[src/rtl/ltssm_pkg.sv]
// Shared types and symbol constants for the LTSSM ordered-set transmit path.
package ltssm_pkg;

    typedef enum logic {
        OS_TS1,
        OS_TS2
    } os_type_e;

    typedef enum logic [1:0] {
        IDLE,
        TS,
        SKP
    } os_tx_st_e;

    localparam logic [7:0] SYM_COM = 8'hBC;
    localparam logic [7:0] SYM_PAD = 8'hF7;
    localparam logic [7:0] SYM_SKP = 8'h1C;
    localparam logic [7:0] TS1_ID  = 8'h4A;
    localparam logic [7:0] TS2_ID  = 8'h45;

    localparam logic [3:0] TS_LAST_IDX  = 4'd15;
    localparam logic [3:0] SKP_LAST_IDX = 4'd3;

    function automatic logic [7:0] tsIdSym(input os_type_e osType);
        return (osType == OS_TS2) ? TS2_ID : TS1_ID;
    endfunction

endpackage

[src/rtl/os_tx_scheduler_skp_interval_timer.sv]
// Beat counter that pulses wrap_o on the beat that completes one SKP interval.
module skp_interval_timer #(
    parameter int SKP_INTERVAL = 1180
) (
    input  logic clk_i,
    input  logic rst_i,
    input  logic beat_i,
    output logic wrap_o
);

    localparam int CW = $clog2(SKP_INTERVAL);
    localparam logic [CW-1:0] LAST = CW'(SKP_INTERVAL - 1);

    logic [CW-1:0] cnt_q;
    logic [CW-1:0] cnt_d;

    assign wrap_o = beat_i && (cnt_q == LAST);

    always_comb begin
        cnt_d = cnt_q;
        if (wrap_o) begin
            cnt_d = '0;
        end else if (beat_i) begin
            cnt_d = cnt_q + CW'(1);
        end
    end

    always_ff @(posedge clk_i) begin
        if (rst_i) begin
            cnt_q <= '0;
        end else begin
            cnt_q <= cnt_d;
        end
    end

endmodule

[src/rtl/os_tx_scheduler.sv]
// Ordered-set transmit scheduler: TS1/TS2 sequencing, SKP insertion at OS
// boundaries and a saturating completed-TS counter for the Polling exit rule.
module os_tx_scheduler
    import ltssm_pkg::*;
#(
    parameter int         SKP_INTERVAL = 1180,
    parameter int         TS_CNT_MAX   = 1024,
    parameter logic [7:0] N_FTS        = 8'd0
) (
    input  logic        clk_i,
    input  logic        rst_i,
    input  logic        en_i,
    input  logic        os_type_i,
    input  logic [4:0]  speeds_i,
    input  logic        speed_change_i,
    input  logic [7:0]  train_ctrl_i,
    input  logic        cnt_clr_i,
    output logic [7:0]  sym_o,
    output logic        sym_k_o,
    output logic        sym_valid_o,
    input  logic        sym_ready_i,
    output logic        os_done_o,
    output logic [10:0] ts_cnt_o,
    output logic        ts_cnt_done_o
);

    localparam logic [10:0] TS_MAX = 11'(TS_CNT_MAX);

    os_tx_st_e   state_q, state_d;
    logic [3:0]  symIdx_q, symIdx_d;
    logic        skpPending_q, skpPending_d;
    logic [10:0] tsCnt_q, tsCnt_d;
    os_type_e    curType_q, curType_d;
    os_type_e    prevType_q, prevType_d;
    logic [4:0]  speedsLat_q, speedsLat_d;
    logic        speedChgLat_q, speedChgLat_d;
    logic [7:0]  trainCtrlLat_q, trainCtrlLat_d;

    logic beat;
    logic skpWrap;
    logic tsLast;
    logic skpLast;

    assign beat    = sym_valid_o && sym_ready_i;
    assign tsLast  = beat && (state_q == TS)  && (symIdx_q == TS_LAST_IDX);
    assign skpLast = beat && (state_q == SKP) && (symIdx_q == SKP_LAST_IDX);

    skp_interval_timer #(
        .SKP_INTERVAL(SKP_INTERVAL)
    ) u_skp_timer (
        .clk_i (clk_i),
        .rst_i (rst_i),
        .beat_i(beat),
        .wrap_o(skpWrap)
    );

    always_ff @(posedge clk_i) begin
        if (rst_i) begin
            state_q        <= IDLE;
            symIdx_q       <= '0;
            skpPending_q   <= 1'b0;
            tsCnt_q        <= '0;
            curType_q      <= OS_TS1;
            prevType_q     <= OS_TS1;
            speedsLat_q    <= '0;
            speedChgLat_q  <= 1'b0;
            trainCtrlLat_q <= '0;
        end else begin
            state_q        <= state_d;
            symIdx_q       <= symIdx_d;
            skpPending_q   <= skpPending_d;
            tsCnt_q        <= tsCnt_d;
            curType_q      <= curType_d;
            prevType_q     <= prevType_d;
            speedsLat_q    <= speedsLat_d;
            speedChgLat_q  <= speedChgLat_d;
            trainCtrlLat_q <= trainCtrlLat_d;
        end
    end

    // A wrap seen on the final beat of a TS is still honoured at that boundary.
    always_comb begin
        state_d        = state_q;
        symIdx_d       = symIdx_q;
        skpPending_d   = skpPending_q | skpWrap;
        tsCnt_d        = tsCnt_q;
        curType_d      = curType_q;
        prevType_d     = prevType_q;
        speedsLat_d    = speedsLat_q;
        speedChgLat_d  = speedChgLat_q;
        trainCtrlLat_d = trainCtrlLat_q;

        case (state_q)
            IDLE: begin
                symIdx_d = '0;
                if (en_i) begin
                    state_d = TS;
                end
            end
            TS: begin
                if (beat) begin
                    if (symIdx_q == 4'd0) begin
                        curType_d      = os_type_e'(os_type_i);
                        speedsLat_d    = speeds_i;
                        speedChgLat_d  = speed_change_i;
                        trainCtrlLat_d = train_ctrl_i;
                    end
                    if (symIdx_q == TS_LAST_IDX) begin
                        symIdx_d = '0;
                        if (skpPending_q || skpWrap) begin
                            state_d = SKP;
                        end else if (en_i) begin
                            state_d = TS;
                        end else begin
                            state_d      = IDLE;
                            skpPending_d = 1'b0;
                        end
                    end else begin
                        symIdx_d = symIdx_q + 4'd1;
                    end
                end
            end
            SKP: begin
                if (beat) begin
                    if (symIdx_q == SKP_LAST_IDX) begin
                        symIdx_d     = '0;
                        skpPending_d = skpWrap && en_i;
                        state_d      = en_i ? TS : IDLE;
                    end else begin
                        symIdx_d = symIdx_q + 4'd1;
                    end
                end
            end
            default: begin
                state_d = IDLE;
            end
        endcase

        if (tsLast) begin
            prevType_d = curType_q;
            if (curType_q != prevType_q) begin
                tsCnt_d = 11'd1;
            end else if (tsCnt_q < TS_MAX) begin
                tsCnt_d = tsCnt_q + 11'd1;
            end
        end
        if (cnt_clr_i) begin
            tsCnt_d = '0;
        end
    end

    always_comb begin
        sym_valid_o = 1'b0;
        sym_o       = 8'h00;
        sym_k_o     = 1'b0;
        case (state_q)
            TS: begin
                sym_valid_o = 1'b1;
                case (symIdx_q)
                    4'd0: begin
                        sym_o   = SYM_COM;
                        sym_k_o = 1'b1;
                    end
                    4'd1, 4'd2: begin
                        sym_o   = SYM_PAD;
                        sym_k_o = 1'b1;
                    end
                    4'd3:    sym_o = N_FTS;
                    4'd4:    sym_o = {speedChgLat_q, 1'b0, speedsLat_q, 1'b0};
                    4'd5:    sym_o = trainCtrlLat_q;
                    default: sym_o = tsIdSym(curType_q);
                endcase
            end
            SKP: begin
                sym_valid_o = 1'b1;
                sym_k_o     = 1'b1;
                sym_o       = (symIdx_q == 4'd0) ? SYM_COM : SYM_SKP;
            end
            default: begin
                sym_valid_o = 1'b0;
            end
        endcase
    end

    assign os_done_o     = tsLast;
    assign ts_cnt_o      = tsCnt_q;
    assign ts_cnt_done_o = (tsCnt_q == TS_MAX);

endmodule

[config.mk]
export PLATFORM = sky130hd
export DESIGN_NAME = os_tx_scheduler
export DESIGN_NICKNAME = d
export VERILOG_FILES = /design/src/rtl/ltssm_pkg.sv /design/src/rtl/os_tx_scheduler_skp_interval_timer.sv /design/src/rtl/os_tx_scheduler.sv
export SDC_FILE = /design/constraint.sdc
export NUM_CORES = 1
export LEC_CHECK = 0
export ABC_AREA = 1
export CAP_MARGIN = 0
export CORE_MARGIN = 10
export CORE_UTILIZATION = 35
export DETAILED_ROUTE_END_ITERATION = 12
export GPL_TIMING_DRIVEN = 0
export REMOVE_ABC_BUFFERS = 1
export SLEW_MARGIN = 20
export SYNTH_ARGS = -nofsm -noshare
export SYNTH_HDL_FRONTEND = slang
export SYNTH_SLANG_ARGS = --single-unit
[constraint.sdc]
create_clock -name clk_i -period 2.43 [get_ports clk_i]
set_input_delay 0.6075 -clock clk_i [delete_from_list [all_inputs] [get_ports clk_i]]
set_output_delay 0.6075 -clock clk_i [all_outputs]
set_load 0.02 [all_outputs]
==> out/qor.tcl, run 1 <==
set qor(postSynthRegisterBits) 45
set qor(cts.htree.levels) 2
set qor(synth_cells) 357
set qor(stdcell_area_um2) 3276
set qor(p_clk_share_pct) 24.5
set qor(chipHeight_um) 103.7
set qor(post_synth_fa_ha_maj_area_fraction_pct) 5.612
set qor(grt_first_pass_wirelength_um) 10200
set qor(synth_simple_gate_area_share_pct) 28.98
set qor(synth_xor_area_share_pct) 1.786
set qor(count_of_endpoints_failing_setup_in_the_final_report) 2
set qor(inserted_diodes) 0
set qor(vdd_drop_max_mv) 0.3932
set qor(layout_worst_path_cycle_share_pct) 101.1
set qor(synthMuxAreaShare_pct) 0
set qor(final-max-slew-violation-count) 0
set qor(hpwlAfterDp_um) 4606
set qor(synth.cells.most_frequent) {sky130_fd_sc_hd__nand2_1, sky130_fd_sc_hd__inv_1, sky130_fd_sc_hd__dfxtp_1}
set qor(number_of_global_route_vias_before_repair) 2198
set qor(maxClockFrequency_ghz) 0.4072
set qor(tritoncts_clock_tree) {yes}
set qor(worst_skew_pair.late_latency_ns) 0.29
set qor(p_seq_share_pct) 44.7
set qor(synth_top_area_share_pct) 36.73
set qor(gpl_wtd_cong) 0.8026
set qor(synthesized_area_fraction_occupied_by_ao_oa_aoi_and_oai_cells_pct) 17.35
set qor(final_period_minus_worst_setup_slack_ns) 2.456
set qor(post_synth_instance_area_um2) 2452
set qor(final-hold-violation-count) 0
set qor(worst_hold_path_type) {reg2reg}
set qor(violations) {negative setup slack}
set qor(number_of_clock_buffers_inserted_by_tritoncts) 5
set qor(wl_per_cell_um) 12.57
set qor(p_sw_mw) 0.6056
set qor(yosys.cell_types.count) 33
set qor(die-area_um2) 10750
set qor(antenna_found_initial) 0
set qor(drc_errors_left) 0
set qor(drtIter0Drc) 112
set qor(clkSinkCount) 45
set qor(path_class) {reg2out}
set qor(layout-drive-gt1-share_pct) 15.72
set qor(static_leak_nw) 1.351
set qor(clkSlewWorstSetupHoldPaths_ns) 0.08
set qor(synth-warning-count) 0
set qor(asyncSetResetFlopFracSynth_pct) 0
set qor(ys.flop_type) {sky130_fd_sc_hd__dfxtp_1}
set qor(fin_ws_ns) -0.02602
set qor(grt_setup_unrepaired) {yes}
set qor(fp.coreArea_um2) 6794
set qor(drt-pass1-iter-count) 4
set qor(clock_tree.buffer_depth) 2
set qor(r2r_setup_slack_ns) 0.36
set qor(internal_power_mw) 1.202
set qor(pin_count_of_the_biggest_net_entering_global_routing) 21
set qor(seq_area_frac_synth_pct) 36.73
set qor(syn_avg_cell_area_um2) 6.869
set qor(netlist.top_cell.by_area) {sky130_fd_sc_hd__dfxtp_1}
set qor(yosys.cell_count.top_type) {sky130_fd_sc_hd__nand2_1}
set qor(setup_tns_ns) -0.04559
set qor(grt.overflow.total) 0
set qor(run_status) {finished with violations}
set qor(floorplan.initialDensity_pct) 36.10
set qor(ios) 43
set qor(die_x_um) 103.7
set qor(max_cap_viol_count) 0
set qor(synth_top_cells_by_area) {sky130_fd_sc_hd__dfxtp_1, sky130_fd_sc_hd__nand2_1, sky130_fd_sc_hd__inv_1, sky130_fd_sc_hd__a21oi_1, sky130_fd_sc_hd__nor2_1}
set qor(antenna_violating_nets_post_route) 0
set qor(pwr-share-comb_pct) 30.8
set qor(wirelength_um) 6324
set qor(post_dp_cell_area_um2) 2974
set qor(route.vias.total) 2414
set qor(port_buffers) 42
set qor(vias_per_cell) 4.799
set qor(row_count) 30
set qor(crit_required_ns) 1.82
set qor(tightestPinTransition_ns) 0.5837
set qor(main_combinational_cell_family_by_area_after_synthesis) {simple AND/OR/NAND/NOR gates}
set qor(relSlewSlack_pct) 61.04
set qor(timing.clock.skew_ns) 0.008290
set qor(cts_hold_buffers) 0
set qor(gr-usage-all-layers_pct) 10.90
set qor(synth_edf_count) 0
set qor(final_net_count) 437
set qor(crit_path_start_kind) {flop}
set qor(power_density_relative_to_cell_area_nw_per_um2) 551.7
set qor(power.share.switching_pct) 33.51
set qor(cts-root-buf) {sky130_fd_sc_hd__clkbuf_8}
set qor(worst_setup_path_end_kind) {output pin}
set qor(cp_max_fanout) 6
set qor(flow.area_growth_from_synthesis_pct) 33.57
set qor(arrival_ns) 1.85
set qor(fillerInstances) 691
-- layer usage --
layer	GRT usage, %	wire [µm]
met5	0	0
met4	3.579	71
met3	3.160	338
met2	17.57	2973
met1	13.57	2940
-- worst max-delay path, cell delays in order, from the launching register on --
cell,delay (ns)
sky130_fd_sc_hd__dfxtp_4,0.40
sky130_fd_sc_hd__inv_4,0.05
sky130_fd_sc_hd__ha_4,0.17
sky130_fd_sc_hd__o21ai_4,0.18
sky130_fd_sc_hd__nand2_4,0.09
sky130_fd_sc_hd__nor2_4,0.15
sky130_fd_sc_hd__inv_4,0.07
sky130_fd_sc_hd__buf_4,0.13
sky130_fd_sc_hd__a31oi_1,0.14
sky130_fd_sc_hd__buf_4,0.17
-- metrics by stage --
step	util (%)	cells	worst slack, ns	power (mW)	hold WS (ns)
after global placement	43.78	490	-0.4644	1.266	0.4456
after floorplan	-	352	0.1445	1.109	0.4257
after detailed placement	43.78	490	-0.5142	1.268	0.4487
final	48.21	503	-0.02602	1.807	0.4546
after CTS	45.40	499	0.0006107	1.742	0.4616
after global routing	48.21	503	-0.09602	1.924	0.4933
-- what timing repair did --
action	4_1_cts	5_1_grt
pin swaps	4	7
endpoints found under the setup margin	26	18
setup buffers	1	3
cloned	0	1
gates resized for setup	66	47
-- final timing paths --
check                    startpoint  depth (start not counted)                 to
setup / recovery        symIdx_q[1]                          9           sym_o[6]
hold / removal    trainCtrlLat_q[7]                          2  trainCtrlLat_q[7]
setup reg to reg         state_q[0]                          9      speedChgLat_q
hold reg to reg   trainCtrlLat_q[7]                          2  trainCtrlLat_q[7]
-- layout by cell type (no fill, tap or decap), types with 3 or more instances in the layout --
| cell | n |
|---|---|
| sky130_fd_sc_hd__dfxtp_1 | 40 |
| sky130_fd_sc_hd__xor2_1 | 3 |
| sky130_fd_sc_hd__o21ai_4 | 3 |
| sky130_fd_sc_hd__inv_1 | 50 |
| sky130_fd_sc_hd__nor2_1 | 39 |
| sky130_fd_sc_hd__nand4_1 | 4 |
| sky130_fd_sc_hd__buf_6 | 3 |
| sky130_fd_sc_hd__nor2_4 | 4 |
| sky130_fd_sc_hd__dfxtp_2 | 3 |
| sky130_fd_sc_hd__nor3_1 | 6 |
| sky130_fd_sc_hd__nand3_1 | 16 |
| sky130_fd_sc_hd__inv_4 | 4 |
| sky130_fd_sc_hd__ha_1 | 6 |
| sky130_fd_sc_hd__clkbuf_1 | 3 |
| sky130_fd_sc_hd__nand3_2 | 3 |
| sky130_fd_sc_hd__o21ai_1 | 3 |
| sky130_fd_sc_hd__nand2_4 | 5 |
| sky130_fd_sc_hd__clkdlybuf4s50_1 | 30 |
| sky130_fd_sc_hd__o21ai_0 | 28 |
| sky130_fd_sc_hd__clkbuf_8 | 5 |
| sky130_fd_sc_hd__ha_4 | 4 |
| sky130_fd_sc_hd__a31oi_1 | 3 |
| sky130_fd_sc_hd__buf_4 | 8 |
| sky130_fd_sc_hd__a21oi_1 | 32 |
| sky130_fd_sc_hd__nand2_1 | 66 |
-- area by class of cell --
class,instances,area (µm²),area share [%]
inverters,57,229.0,6.990
repair buffers,46,434.2,13.25
clock buffers,8,80.08,2.445
well taps,96,120.1,3.667
flip-flops and latches,45,912.1,27.85
repair inverters,1,7.507,0.2292
multi-input cells,250,1493,45.57
-- flip-flops by register name, indices dropped and copies added, names as in the netlist --
| signal | cells |
|---|---|
| prevType_q | 1 |
| skpPending_q | 1 |
| trainCtrlLat_q | 8 |
| curType_q | 1 |
| symIdx_q | 4 |
| state_q | 2 |
| speedsLat_q | 5 |
| u_skp_timer.cnt_q | 11 |
| speedChgLat_q | 1 |
| ts_cnt_o | 11 |
-- cells by family after synthesis --
family,after synthesis
DFF,45
adders and majority gates,11
buffers and inverters,62
xor gates and xnor gates,5
AOI/OAI and AO/OA,79
and+or+nand+nor,155
-- power groups by stage --
| stage | Sequential (mW) | Clock, mW | Combinational (mW) |
|---|---|---|---|
| after global routing | 0.812 | 0.495 | 0.617 |
| after floorplan | 0.811 | 0 | 0.299 |
| after detailed placement | 0.818 | 0 | 0.450 |
| after CTS | 0.803 | 0.464 | 0.475 |
| final | 0.808 | 0.442 | 0.557 |
| after global placement | 0.817 | 0 | 0.449 |
(Power assumes the default switching activity.)
==> inputs of run 2 (changes only) <==
--- a/config.mk
+++ b/config.mk
@@ -10,7 +10,6 @@
 export CORE_MARGIN = 10
 export CORE_UTILIZATION = 35
 export DETAILED_ROUTE_END_ITERATION = 12
-export GPL_TIMING_DRIVEN = 0
 export REMOVE_ABC_BUFFERS = 1
 export SLEW_MARGIN = 20
 export SYNTH_ARGS = -nofsm -noshare
==> out/qor.tcl, run 2 (same netlist as run 1, synthesis figures left out) <==
set qor(final_net_count) 462
set qor(layout.cells.most_common_list) {sky130_fd_sc_hd__nand2_1, sky130_fd_sc_hd__inv_1, sky130_fd_sc_hd__dfxtp_1}
set qor(port_buffers) 42
set qor(row_count) 30
set qor(fillerInstances) 713
set qor(wirelength_um) 6582
set qor(floorplan.initialDensity_pct) 36.10
set qor(die-area_um2) 10750
set qor(grt_first_pass_wirelength_um) 10560
set qor(fp.coreArea_um2) 6794
set qor(drt-pass1-iter-count) 4
set qor(gpl_wtd_cong) 0.8610
set qor(count_of_endpoints_failing_setup_in_the_final_report) 0
set qor(layout.area.seq_um2) 905.9
set qor(max_cap_viol_count) 0
set qor(final-hold-violation-count) 0
set qor(cts.htree.levels) 2
set qor(crit_path_start_kind) {flop}
set qor(wl_per_cell_um) 12.49
set qor(tightestPinTransition_ns) 0.5733
set qor(worst_skew_pair.late_latency_ns) 0.30
set qor(timing.hold.worst.start) {trainCtrlLat_q[5]}
set qor(tritoncts_clock_tree) {yes}
set qor(mostFrequentLayoutCell) {sky130_fd_sc_hd__nand2_1}
set qor(fin_ws_ns) 0.01855
set qor(cts_hold_buffers) 0
set qor(run_status) {completed}
set qor(multi_input_logic_area_um2) 1438
set qor(chipHeight_um) 103.7
set qor(cp_max_fanout) 4
set qor(power_density_relative_to_cell_area_nw_per_um2) 570.5
set qor(worst_hold_path_type) {reg2reg}
set qor(vdd_drop_max_mv) 0.3512
set qor(static_leak_nw) 1.464
set qor(hold-worst-slack_ns) 0.4580
set qor(number_of_clock_buffers_inserted_by_tritoncts) 5
set qor(drc_errors_left) 0
set qor(maxClockFrequency_ghz) 0.4147
set qor(vias_per_cell) 4.715
set qor(gr-usage-all-layers_pct) 11.58
set qor(final_period_minus_worst_setup_slack_ns) 2.411
set qor(antenna_violating_nets_post_route) 0
set qor(worst_setup_slack_post_dpl_ns) -0.2268
set qor(path_class) {reg2out}
set qor(route.vias.total) 2485
set qor(hpwlAfterDp_um) 5024
set qor(report.power.total_mw) 1.951
set qor(ios) 43
set qor(die_x_um) 103.7
set qor(cts-root-buf) {sky130_fd_sc_hd__clkbuf_8}
set qor(cp_slowest_cell) {sky130_fd_sc_hd__dfxtp_4}
set qor(crit_path_cell_trace) {inv_2 -> ha_2 -> o21ai_4 -> nand2_2 -> buf_4 -> inv_4 -> o21ai_0 -> a21oi_1 -> o22ai_2 -> buf_6}
set qor(layout-drive-gt1-share_pct) 20.65
set qor(number_of_global_route_vias_before_repair) 2277
set qor(worst_setup_path_end_kind) {output pin}
set qor(flow.area_growth_from_synthesis_pct) 39.44
set qor(timing.clock.skew_ns) 0.01550
set qor(arrival_ns) 1.80
set qor(inserted_diodes) 0
set qor(worstSetupStartpoint) {symIdx_q[0]}
set qor(worst_r2r_startpoint) {state_q[1]}
set qor(pin_count_of_the_biggest_net_entering_global_routing) 21
set qor(grt_setup_unrepaired) {yes}
set qor(cpPeakStageDelay_ns) 0.37
set qor(layout_worst_path_cycle_share_pct) 99.24
set qor(grt.overflow.total) 0
set qor(crit_required_ns) 1.82
set qor(final-max-slew-violation-count) 0
set qor(relSlewSlack_pct) 61.74
set qor(drtIter0Drc) 64
set qor(clkSinkCount) 45
set qor(antenna_found_initial) 0
set qor(clock_tree.buffer_depth) 2
set qor(clkSlewWorstSetupHoldPaths_ns) 0.08
run 2: cell count changes in the layout (fill, tap and decap cells not counted), sizes merged:
cell           previous run  this run
clkinv                    1         2
clkinvlp                  2         0
clkdlybuf4s50            30        31
inv                      55        56
buf                      13        39
bufinv                    0         1
clkbuf                    9         6
dlymetal6s2s              2         1
run 2: worst paths after layout:
kind                       end  slack (ns)  cells after the start
max                   sym_o[5]        0.02                     10
min          trainCtrlLat_q[5]        0.46                      2
max reg2reg  trainCtrlLat_q[5]        0.37                     11
min reg2reg  trainCtrlLat_q[5]        0.46                      2
run 2: per-stage QoR:
stage	cell area (µm²)	util, %	TNS, ns	std cells
6_report	3420	50.33	0	527
3_3_place_gp	3184	46.87	-1.305	518
3_5_place_dp	3184	46.87	-1.690	518
5_1_grt	3420	50.33	-0.4565	527
2_1_floorplan	2434	-	0	352
4_1_cts	3284	48.34	-0.01356	527
run 2: report_power, final:
group          switching [mW]  total [mW]  leakage [nW]  internal, mW
sequential             0.0237       0.799         0.364         0.775
clock                   0.258       0.557        0.0540         0.299
combinational           0.340       0.595          1.05         0.254
total                   0.622        1.95          1.46          1.33
run 2: worst max-delay path: cells and delay by family (launching register included):
family	cells	cell delay (ns)
flip-flops	1	0.37
buffers and inverters	4	0.41
adder cells (fa/ha/maj)	1	0.19
AND/OR/NAND/NOR	1	0.09
AO/OA/AOI/OAI	4	0.44
run 2: layer usage:
layer / track usage (%) / routed length, µm / up-vias
met5: 0 / 0 / -
met4: 4.573 / 112 / 0
met3: 3.841 / 331 / 8
met2: 18.38 / 3095 / 44
met1: 14.08 / 3042 / 1129
li1: - / - / 1304
run 2: repair_timing:
item | 4_1_cts | 5_1_grt
pin swaps | 4 | 7
buffers inserted | 2 | 0
gates cloned | 0 | 0
endpoints found under the setup margin | 10 | 11
resized for setup | 60 | 41
run 2: area by class of cell:
cell class | instances | share of cell area [%]
tap | 96 | 3.513
clock buffer | 5 | 2.012
inverter | 57 | 6.440
multi-input combinational | 250 | 42.04
clock inverter | 2 | 1.025
sequential | 45 | 26.49
timing repair buffer | 72 | 18.48
